## src/rtl/reg_bank_mux.sv

```systemverilog
// reg_bank_mux: NUM_REGS x WIDTH register bank with one write port and two
// registered read ports. The read ports bypass a same-cycle write. A DUMP mode
// streams every register out on port A, one word per cycle.
module reg_bank_mux #(
  parameter int WIDTH    = 16,
  parameter int NUM_REGS = 8,
  parameter int SEL_W    = 3,
  parameter int ZERO_R0  = 0
) (
  input  logic             clock,
  input  logic             reset,
  input  logic             wrEnable,
  input  logic [SEL_W-1:0] wrAddr,
  input  logic [WIDTH-1:0] wrData,
  input  logic             rdEnable,
  input  logic [SEL_W-1:0] rdSelA,
  input  logic [SEL_W-1:0] rdSelB,
  input  logic             dumpStart,
  output logic [WIDTH-1:0] outA,
  output logic [WIDTH-1:0] outB,
  output logic             outValid,
  output logic [SEL_W-1:0] dumpIndex,
  output logic             dumpBusy,
  output logic             dumpDone
);

  typedef enum logic {S_IDLE, S_DUMP} state_t;

  state_t           r_state, w_state_nxt;
  logic [WIDTH-1:0] r_regs [NUM_REGS];
  logic [WIDTH-1:0] r_outA, r_outB;
  logic             r_outValid, r_dumpDone;
  logic [SEL_W-1:0] r_dumpIndex, r_idx;
  logic             w_wr_ok, w_idx_last;
  logic [WIDTH-1:0] w_vA, w_vB, w_vD;

  // Read value of one select. Out-of-range selects and a hardwired R0 read as
  // zero; a write landing on the same address this cycle wins over the bank.
  function automatic logic [WIDTH-1:0] f_rd(
    input logic [SEL_W-1:0] s,
    input logic [WIDTH-1:0] rv,
    input logic             wok,
    input logic [SEL_W-1:0] wa,
    input logic [WIDTH-1:0] wd
  );
    if (int'(s) >= NUM_REGS || (ZERO_R0 != 0 && s == '0)) return '0;
    if (wok && wa == s) return wd;
    return rv;
  endfunction

  // A write is dropped when it targets a missing register or the fixed R0.
  assign w_wr_ok = wrEnable && (int'(wrAddr) < NUM_REGS) &&
                   !(ZERO_R0 != 0 && wrAddr == '0);

  assign w_vA = f_rd(rdSelA, r_regs[rdSelA], w_wr_ok, wrAddr, wrData);
  assign w_vB = f_rd(rdSelB, r_regs[rdSelB], w_wr_ok, wrAddr, wrData);
  assign w_vD = f_rd(r_idx,  r_regs[r_idx],  w_wr_ok, wrAddr, wrData);

  // The dump counter stops at the last register, never wrapping.
  assign w_idx_last = (r_idx == SEL_W'(NUM_REGS - 1));

  // State register.
  always_ff @(posedge clock) begin
    if (reset) r_state <= S_IDLE;
    else       r_state <= w_state_nxt;
  end

  // Next-state: a dump begins on dumpStart and ends once the last index loads.
  always_comb begin
    w_state_nxt = r_state;
    case (r_state)
      S_IDLE: if (dumpStart) w_state_nxt = S_DUMP;
      S_DUMP: if (w_idx_last) w_state_nxt = S_IDLE;
      default: w_state_nxt = S_IDLE;
    endcase
  end

  // Register bank write; writes are accepted in every state.
  always_ff @(posedge clock) begin
    if (reset) begin
      for (int i = 0; i < NUM_REGS; i++) r_regs[i] <= '0;
    end else if (w_wr_ok) begin
      r_regs[wrAddr] <= wrData;
    end
  end

  // Output registers and dump counter. In IDLE dumpStart beats rdEnable.
  always_ff @(posedge clock) begin
    if (reset) begin
      r_outA      <= '0;
      r_outB      <= '0;
      r_outValid  <= 1'b0;
      r_dumpIndex <= '0;
      r_dumpDone  <= 1'b0;
      r_idx       <= '0;
    end else begin
      r_dumpDone <= 1'b0;
      case (r_state)
        S_IDLE: begin
          if (dumpStart) begin
            r_idx       <= '0;
            r_dumpIndex <= '0;
            r_outValid  <= 1'b0;
          end else if (rdEnable) begin
            r_outA     <= w_vA;
            r_outB     <= w_vB;
            r_outValid <= 1'b1;
          end else begin
            r_outValid <= 1'b0;
          end
        end
        S_DUMP: begin
          r_outA      <= w_vD;
          r_outB      <= '0;
          r_outValid  <= 1'b1;
          r_dumpIndex <= r_idx;
          if (w_idx_last) r_dumpDone <= 1'b1;
          else            r_idx      <= r_idx + 1'b1;
        end
        default: r_outValid <= 1'b0;
      endcase
    end
  end

  assign outA      = r_outA;
  assign outB      = r_outB;
  assign outValid  = r_outValid;
  assign dumpIndex = r_dumpIndex;
  assign dumpDone  = r_dumpDone;
  // Busy covers the whole DUMP state and the cycle carrying the last word.
  assign dumpBusy  = (r_state == S_DUMP) || r_dumpDone;

endmodule
```

## config.mk

```make
export PLATFORM = sky130hd
export DESIGN_NAME = reg_bank_mux
export DESIGN_NICKNAME = d
export VERILOG_FILES = /design/src/rtl/reg_bank_mux.sv
export SDC_FILE = /design/constraint.sdc
export NUM_CORES = 1
export LEC_CHECK = 0
export ABC_AREA = 0
export CORE_ASPECT_RATIO = 1.25
export CORE_MARGIN = 1.5
export CORE_UTILIZATION = 55
export CTS_CLUSTER_DIAMETER = 80
export CTS_CLUSTER_SIZE = 12
export DETAILED_ROUTE_END_ITERATION = 6
export PLACE_DENSITY = 0.84
export SLEW_MARGIN = 30
export SYNTH_ARGS = -nofsm -noshare
export SYNTH_HDL_FRONTEND = slang
export SYNTH_SLANG_ARGS = --single-unit
```

## constraint.sdc

```tcl
create_clock -name clock -period 2.2 [get_ports clock]
set_input_delay 0.33 -clock clock [delete_from_list [all_inputs] [get_ports clock]]
set_output_delay 0.33 -clock clock [all_outputs]
set_load 0.01 [all_outputs]
```

Yosys cells after proc, flatten, opt, wreduce, memory -nomap -nowiden:

Memory sizes are Yosys's and may differ from the RTL's. A register that Yosys moved wholly into a read port is not among the register bits.
Index checks and enable logic that the tools add are counted.

* flip-flop bits (word level): 41
* bits in latches: 0
* memory bits (writable): 128
* memory bits (read-only): 0
* output and inout port bits: 38
* word-level logic and storage cells: 62
* memories: 1

* add/subtract/negate cells: 1
* multipliers: 0
* divide/modulo/power cells: 0
* $lt $le $gt $ge: 0
* equal/unequal tests: 8
* shifts and indexed selects: 0
* mux-type cells: 36
* bitwise gates (word level): 1
* reduce and logical (&&, ||, !) cells: 8

Memories
* r_regs: words 8, bits a word 16, read ports 3, clocked after Yosys merged registers in 1, wr ports 8, line 30 `logic [WIDTH-1:0] r_regs [NUM_REGS];`

Operators with widths (count)
* 16-bit 2-to-1 mux: 11
* 16-bit one-hot mux with 2 select lines: 2
* 16-bit OR reduction: 1
* 3-bit 2-to-1 mux: 5
* 1-bit 2-to-1 mux: 14
* 3-bit one-hot mux with 2 select lines: 2
* 3-bit equality test: 3
* 2-bit inequality test (second input constant): 4
* 1-bit one-hot mux with 2 select lines: 2
* 2-bit AND reduction: 2
* 3-bit by 1-bit adder with 3-bit output (second input constant): 1
* 3-bit equality test (second input constant): 1
* 1-bit logical AND: 3
* 2-bit OR reduction: 1
* 1-bit logical OR: 1
* 1-bit inverter: 1

Longest topological paths before layout:

Gate-level depths: netlist of run 1.

* word-level depth: 7
* gate-level depth with buffers: 8
* depth with buffers taken out: 6

Worst setup path before layout of run 1:

No wires, ideal clock.

* path type: flip-flop to flip-flop
* from: register with a tool-made name
* to: register r_outA[11] (netlist: outA[11])
* library setup time: 0.128 ns
* data arrival time: 1.685 ns
* data required time: 2.072 ns
* slack: 0.387 ns
* stages on the path, launching flop included: 8
* path buffers: 2
* cell sequence: dfxtp_1 -> buf_2 -> buf_4 -> mux4_2 -> mux2i_1 -> nand2_1 -> o211ai_1 -> o41ai_1

RTL lines
* end signal: assignment: line 105 `r_outA <= w_vA;`
* end signal: assignment: line 113 `r_outA <= w_vD;`
* end: declaration: line 31 `logic [WIDTH-1:0] r_outA, r_outB;`

==> results of run 1 <==
## synth_stat cells, types with 10 or more instances
library cell,number,area (sq um)
o21ai_1,17,85.1
nor2_1,36,135
mux4_2,92,2070
nand2_1,42,158
edfxtp_1,128,3840
mux2i_1,39,390
buf_2,19,95.1
dfxtp_1,44,881
and2_1,129,807
clkbuf_1,45,169
nor2b_1,10,62.6
a21oi_1,12,60.1
o21ai_0,19,95.1
## per-layer routing
layer  share of wire  up-vias  GRT usage
met3            0.10      159     0.0805
met2            0.51      661      0.550
met5               0        -          0
met1            0.32     3603      0.376
li1                -     3020          -
met4           0.063        0      0.221
## through the flow
step                utilization  instances  setup slack (ns)  setup TNS [ns]
finish                    0.678       1074            0.0877               0
global route              0.678       1074            0.0666               0
CTS                       0.678       1074            0.0744               0
detailed placement        0.647       1043            -0.129           -3.05
global placement          0.647       1043            -0.142          -0.160
floorplan                     -        742             0.387               0
## state kept, by name, summed over array words and instances, names as in the netlist, named ones only
signal	cells
dumpIndex	3
outValid	1
r_state	1
r_regs	128
r_idx	3
dumpDone	1
outA	16
outB	16
## power groups by stage
| stage | Sequential [mW] | Combinational (mW) | Clock, mW |
|---|---|---|---|
| global placement | 3.90 | 1.34 | 0 |
| floorplan | 3.88 | 0.821 | 0 |
| detailed placement | 3.93 | 1.38 | 0 |
| finish | 3.88 | 1.42 | 2.85 |
| CTS | 3.86 | 1.40 | 2.85 |
| global route | 3.89 | 1.50 | 2.98 |
## how the worst max path moves through the flow
stage	start	endpoint	slack, ns
2_1_floorplan	flop	outA[11]	0.39
3_5_place_dp	wrAddr[2]	outB[11]	-0.13
5_1_grt	r_regs[0][14]	outA[14]	0.07
3_3_place_gp	rdSelA[2]	outA[14]	-0.14
4_1_cts	r_regs[0][14]	outA[14]	0.07
6_report	r_regs[0][14]	outA[14]	0.09
## worst reg2reg max path, stage by stage (launching register included)
cell	delay, ns
edfxtp_1	0.45
mux4_2	0.51
nor2b_1	0.16
a2111oi_0	0.58
buf_4	0.22
o41ai_1	0.07
## repair_timing
| action | 4_1_cts | 5_1_grt |
|---|---|---|
| endpoints found under the hold margin | 0 | 0 |
| gates resized for setup | 0 | 1 |
| setup endpoints to repair | 0 | 2 |
| hold buffers | 0 | 0 |
## layout make-up
cell class / instances / area (sq um) / share of cell area
sequential: 172 / 4730 / 0.400
multi-input combinational: 494 / 4720 / 0.399
inverter: 1 / 3.75 / 0.000318
timing repair buffer: 152 / 1540 / 0.131
clock inverter: 14 / 120 / 0.0102
tap: 224 / 280 / 0.0237
clock buffer: 17 / 425 / 0.0360
## cell families (layout without fill, tap and decap cells)
family	after synthesis	in the layout	share of synthesized area
AND/OR/NAND/NOR	256	256	0.144
XOR/XNOR	9	9	0.00804
multiplexers	137	137	0.264
AO/OA/AOI/OAI	90	90	0.0626
flip-flops	172	172	0.482
buffers and inverters	76	184	0.0372
adder cells (fa/ha/maj)	2	2	0.00255
==> impl_metrics.env, run 1 <==
export IMPL_die_x_um=122
export IMPL_yosysSeqAreaShare=0.482
export IMPL_drive_gt1_frac=0.265
export IMPL_routed_wl_mm=29.3
export IMPL_post_route_period_util=0.960
export IMPL_crit_cells=5
export IMPL_p_sw_frac=0.265
export IMPL_finalPower_mw=8.15
export IMPL_via_per_inst=6.93
export IMPL_dp_hpwl_mm=20.1
export IMPL_final_area_sq_mm=0.0118
export IMPL_syn_instance_count=742
export IMPL_drv_slew=0
export IMPL_start_kind="flop"
export IMPL_grt_use_total=0.331
export IMPL_antenna_left=0
export IMPL_drtPass1Iterations=7
export IMPL_drc=1
export IMPL_cp_required_ns=2.51
export IMPL_vdd_drop_max_uv=671
export IMPL_whs_ns=0.448
export IMPL_setup_violations=0
export IMPL_die_h_um=152
export IMPL_fin_skew_ns=0.00836
export IMPL_portBuffers=67
export IMPL_cts_sinks=172
export IMPL_clkPwrFrac=0.350
export IMPL_crit_type="reg2reg"
export IMPL_p_per_area_mw_per_mm2=689
export IMPL_yosysWarnings=0
export IMPL_synthFlopType="edfxtp_1"
export IMPL_ys_ff_latch=172
export IMPL_crit_path_top_delay_cell="a2111oi_0"
export IMPL_final_common_cell="and2_1"
export IMPL_async_flop_share=0
export IMPL_drv_cap=0
export IMPL_start_util=0.563
export IMPL_rsz0062_at_grt="no"
export IMPL_hold_viol_final=0
export IMPL_p_int_mw=5.99
export IMPL_grt_max_degree=33
export IMPL_synth_edf_count=128
export IMPL_h_tree_depth=4
export IMPL_power_switching_mw=2.16
export IMPL_routed_via_count=7443
export IMPL_syn_area_sq_mm=0.00981
export IMPL_rows=54
export IMPL_pwr_share_comb=0.175
export IMPL_holdPathStages=2
export IMPL_crit_chain="mux4_2 > nor2b_1 > a2111oi_0 > buf_4 > o41ai_1"
export IMPL_r2r_start="r_regs[0][14]"
export IMPL_holdPathEnd="outB[5]"
export IMPL_end_kind="flop"
export IMPL_min_from="outB[5]"
export IMPL_io_pin_count=68
export IMPL_critPathArrivalTime_ns=2.42
export IMPL_relSlewSlack=0.560
export IMPL_violations="design-rule violations"
export IMPL_dpl_cell_area_sq_mm=0.0113
export IMPL_synth_avg_cell_area_sq_um=13.2
export IMPL_critPathMaxStageDelay_ns=0.58
export IMPL_grt_antenna_before_repair=0
export IMPL_mostFrequentLayoutCells="129 x and2_1, 128 x edfxtp_1, 92 x mux4_2"
export IMPL_cts_setup_buffers=0
export IMPL_cp_max_fo=3
export IMPL_die_area_sq_mm=0.0187
export IMPL_status="finished, violations left"
export IMPL_r2r_end="outA[14]"
export IMPL_cts_inserted_buffers=17
export IMPL_fin_crit_ns=2.11
export IMPL_nets=870
export IMPL_syn_nets=774
export IMPL_p_leak_nw=4.20
export IMPL_cts_tree="done"
export IMPL_cts_buffer_depth=2
export IMPL_post_drt_wl_per_cell_um=27.3
export IMPL_ff2ff_path_depth=5
export IMPL_path_delay_family="compound AO/OA/AOI/OAI gates"
export IMPL_ys_types=48
export IMPL_n_fill_cell=1100
export IMPL_drt_iter0_markers=991
export IMPL_root_buffer="clkbuf_16"
export IMPL_timing_reg2reg_setup_slack_ns=0.09
export IMPL_core_area_sq_mm=0.0174
export IMPL_grt_pass1_wl_mm=44.5
export IMPL_hp_class="reg2reg"
export IMPL_n_antenna_cell=0
export IMPL_grt_overflow=0
export IMPL_path_clk_slew_ns=0.07
export IMPL_insertion_delay_ns=0.44
export IMPL_syn2layout_area_growth_pct=20.5
export IMPL_worst_pin_slew_ns=0.660
export IMPL_seq_power_share=0.476
export IMPL_fmax_ghz=0.473
export IMPL_place_congestion=0.927
export IMPL_cp_num_buf_inv=1
export IMPL_grt_pass1_vias=7493
No activity file was read; power rests on OpenSTA's default activity.
==> inputs of run 2 (changes only) <==
--- a/config.mk
+++ b/config.mk
@@ -9,6 +9,7 @@
 export CORE_ASPECT_RATIO = 1.25
 export CORE_MARGIN = 1.5
 export CORE_UTILIZATION = 55
+export CTS_BUF_LIST = sky130_fd_sc_hd__clkbuf_8
 export CTS_CLUSTER_DIAMETER = 80
 export CTS_CLUSTER_SIZE = 12
 export DETAILED_ROUTE_END_ITERATION = 6
==> run 2 against run 1 <==
Effect of this change:
- the run now ends clean
- via count fell by 2.9%
- first-iteration DRC count shrank 1.0%
- die area is the same
- critical endpoint is now outA[12]
==> impl_metrics.env, run 2 (synthesis gave the netlist of run 1 again) <==
export IMPL_layout_cells_non_filler=1074
export IMPL_drive_gt1_frac=0.264
export IMPL_io_pin_count=68
export IMPL_crit_chain="mux4_1 > mux2_2 > mux2i_1 > a22oi_1 > a32o_1"
export IMPL_root_buffer="clkbuf_8"
export IMPL_die_x_um=122
export IMPL_dp_hpwl_mm=20.1
export IMPL_grt_max_degree=33
export IMPL_mostFrequentLayoutCells="129 x and2_1, 128 x edfxtp_1, 92 x mux4_2"
export IMPL_drv_cap=0
export IMPL_die_h_um=152
export IMPL_insertion_delay_ns=0.47
export IMPL_cts_inserted_buffers=17
export IMPL_post_cts_resized=0
export IMPL_setup_tns_ns=0
export IMPL_final_core_util=0.667
export IMPL_cp_max_fo=5
export IMPL_hp_class="reg2reg"
export IMPL_path_clk_slew_ns=0.09
export IMPL_hold_viol_final=0
export IMPL_grt_pass1_vias=7467
export IMPL_crit_path_top_delay_cell="mux4_1"
export IMPL_portBuffers=67
export IMPL_cts_sinks=172
export IMPL_via_per_inst=6.73
export IMPL_p_sw_frac=0.274
export IMPL_final_common_cell="and2_1"
export IMPL_syn2layout_area_growth_pct=18.5
export IMPL_largest_reg_flops=128
export IMPL_setup_slack_ns=0.0812
export IMPL_path_delay_family="multiplexers"
export IMPL_routed_via_count=7229
export IMPL_grt_use_met2=0.520
export IMPL_p_leak_nw=4.12
export IMPL_cts_tree="done"
export IMPL_relSlewSlack=0.560
export IMPL_clkPwrFrac=0.282
export IMPL_status="finished clean"
export IMPL_drtPass1Iterations=5
export IMPL_routed_wl_mm=28.0
export IMPL_fmax_ghz=0.472
export IMPL_p_int_mw=5.32
export IMPL_hold_buffers=0
export IMPL_crit_type="reg2reg"
export IMPL_pwr_share_comb=0.192
export IMPL_fin_skew_ns=0.0125
export IMPL_cts_buffer_depth=2
export IMPL_die_area_sq_mm=0.0187
export IMPL_start_kind="flop"
export IMPL_final_area_sq_mm=0.0116
export IMPL_rsz0062_at_grt="no"
export IMPL_grt_overflow=0
export IMPL_drv_slew=0
export IMPL_critPathMaxStageDelay_ns=0.62
export IMPL_cp_num_buf_inv=0
export IMPL_place_congestion=0.927
export IMPL_setup_violations=0
export IMPL_p_per_area_mw_per_mm2=631
export IMPL_post_route_period_util=0.963
export IMPL_n_fill_cell=1148
export IMPL_power_switching_mw=2.01
export IMPL_drt_iter0_markers=981
export IMPL_grt_met1_usage=0.365
export IMPL_fin_crit_ns=2.12
export IMPL_cts_setup_buffers=0
export IMPL_dpl_cell_area_sq_mm=0.0113
export IMPL_n_antenna_cell=0
export IMPL_post_drt_wl_per_cell_um=26.0
export IMPL_seq_power_share=0.527
export IMPL_placedCellCount=1043
export IMPL_worst_pin_slew_ns=0.644
export IMPL_grt_antenna_before_repair=0
export IMPL_end_kind="flop"
export IMPL_start_util=0.563
export IMPL_grt_use_total=0.317
export IMPL_antenna_left=0
export IMPL_grt_pass1_wl_mm=43.1
export IMPL_h_tree_depth=4
export IMPL_cp_required_ns=2.57
export IMPL_core_area_sq_mm=0.0174
export IMPL_use_met3=0.0778
export IMPL_critPathArrivalTime_ns=2.48
export IMPL_vdd_drop_max_uv=391
export IMPL_largest_register="r_regs"
export IMPL_rows=54
export IMPL_pre_cts_ws_ns=-0.129
export IMPL_drc=0
export IMPL_nets=870
export IMPL_top_usage_layer="met2"
==> run 2: power groups by stage <==
stage                     clock network (mW)  logic (mW)  registers (mW)
after global routing                    2.21        1.49            3.88
after CTS                               2.08        1.39            3.85
after detailed placement                   0        1.38            3.93
after global placement                     0        1.34            3.90
final                                   2.07        1.41            3.86
after floorplan                            0       0.821            3.88
==> run 2: path summary, 6_finish.rpt <==
path	to	cells after the start	slack (ns)	from
worst max-delay path	outA[12]	5	0.08	flop
worst min-delay path	outB[5]	2	0.45	outB[5]
worst max register to register	outA[12]	5	0.08	flop
worst min register to register	outB[5]	2	0.45	outB[5]
==> run 2: worst reg2reg max path, stage by stage (launching register included) <==
cell     delay, ns
dfxtp_1       0.59
mux4_1        0.62
mux2_2        0.28
mux2i_1       0.15
a22oi_1       0.11
a32o_1        0.26
==> run 2: metrics by stage <==
| step | power [mW] | hold slack, ns |
|---|---|---|
| after floorplan | 4.70 | 0.469 |
| after global placement | 5.24 | 0.433 |
| after detailed placement | 5.31 | 0.441 |
| after CTS | 7.32 | 0.454 |
| after global routing | 7.58 | 0.466 |
| final | 7.34 | 0.452 |
==> run 2: layout make-up <==
type | instances | area, sq um | area share
clock buffer | 17 | 234 | 0.0201
clock inverter | 14 | 120 | 0.0103
inverter | 1 | 3.75 | 0.000323
multi-input combinational | 494 | 4720 | 0.406
sequential | 172 | 4730 | 0.406
tap | 224 | 280 | 0.0241
timing repair buffer | 152 | 1540 | 0.133
==> run 2: routing by layer <==
layer / vias up / wire length, um
li1: 3011 / -
met1: 3508 / 9020
met2: 559 / 14100
met3: 151 / 2980
met4: 0 / 1900
met5: - / 0
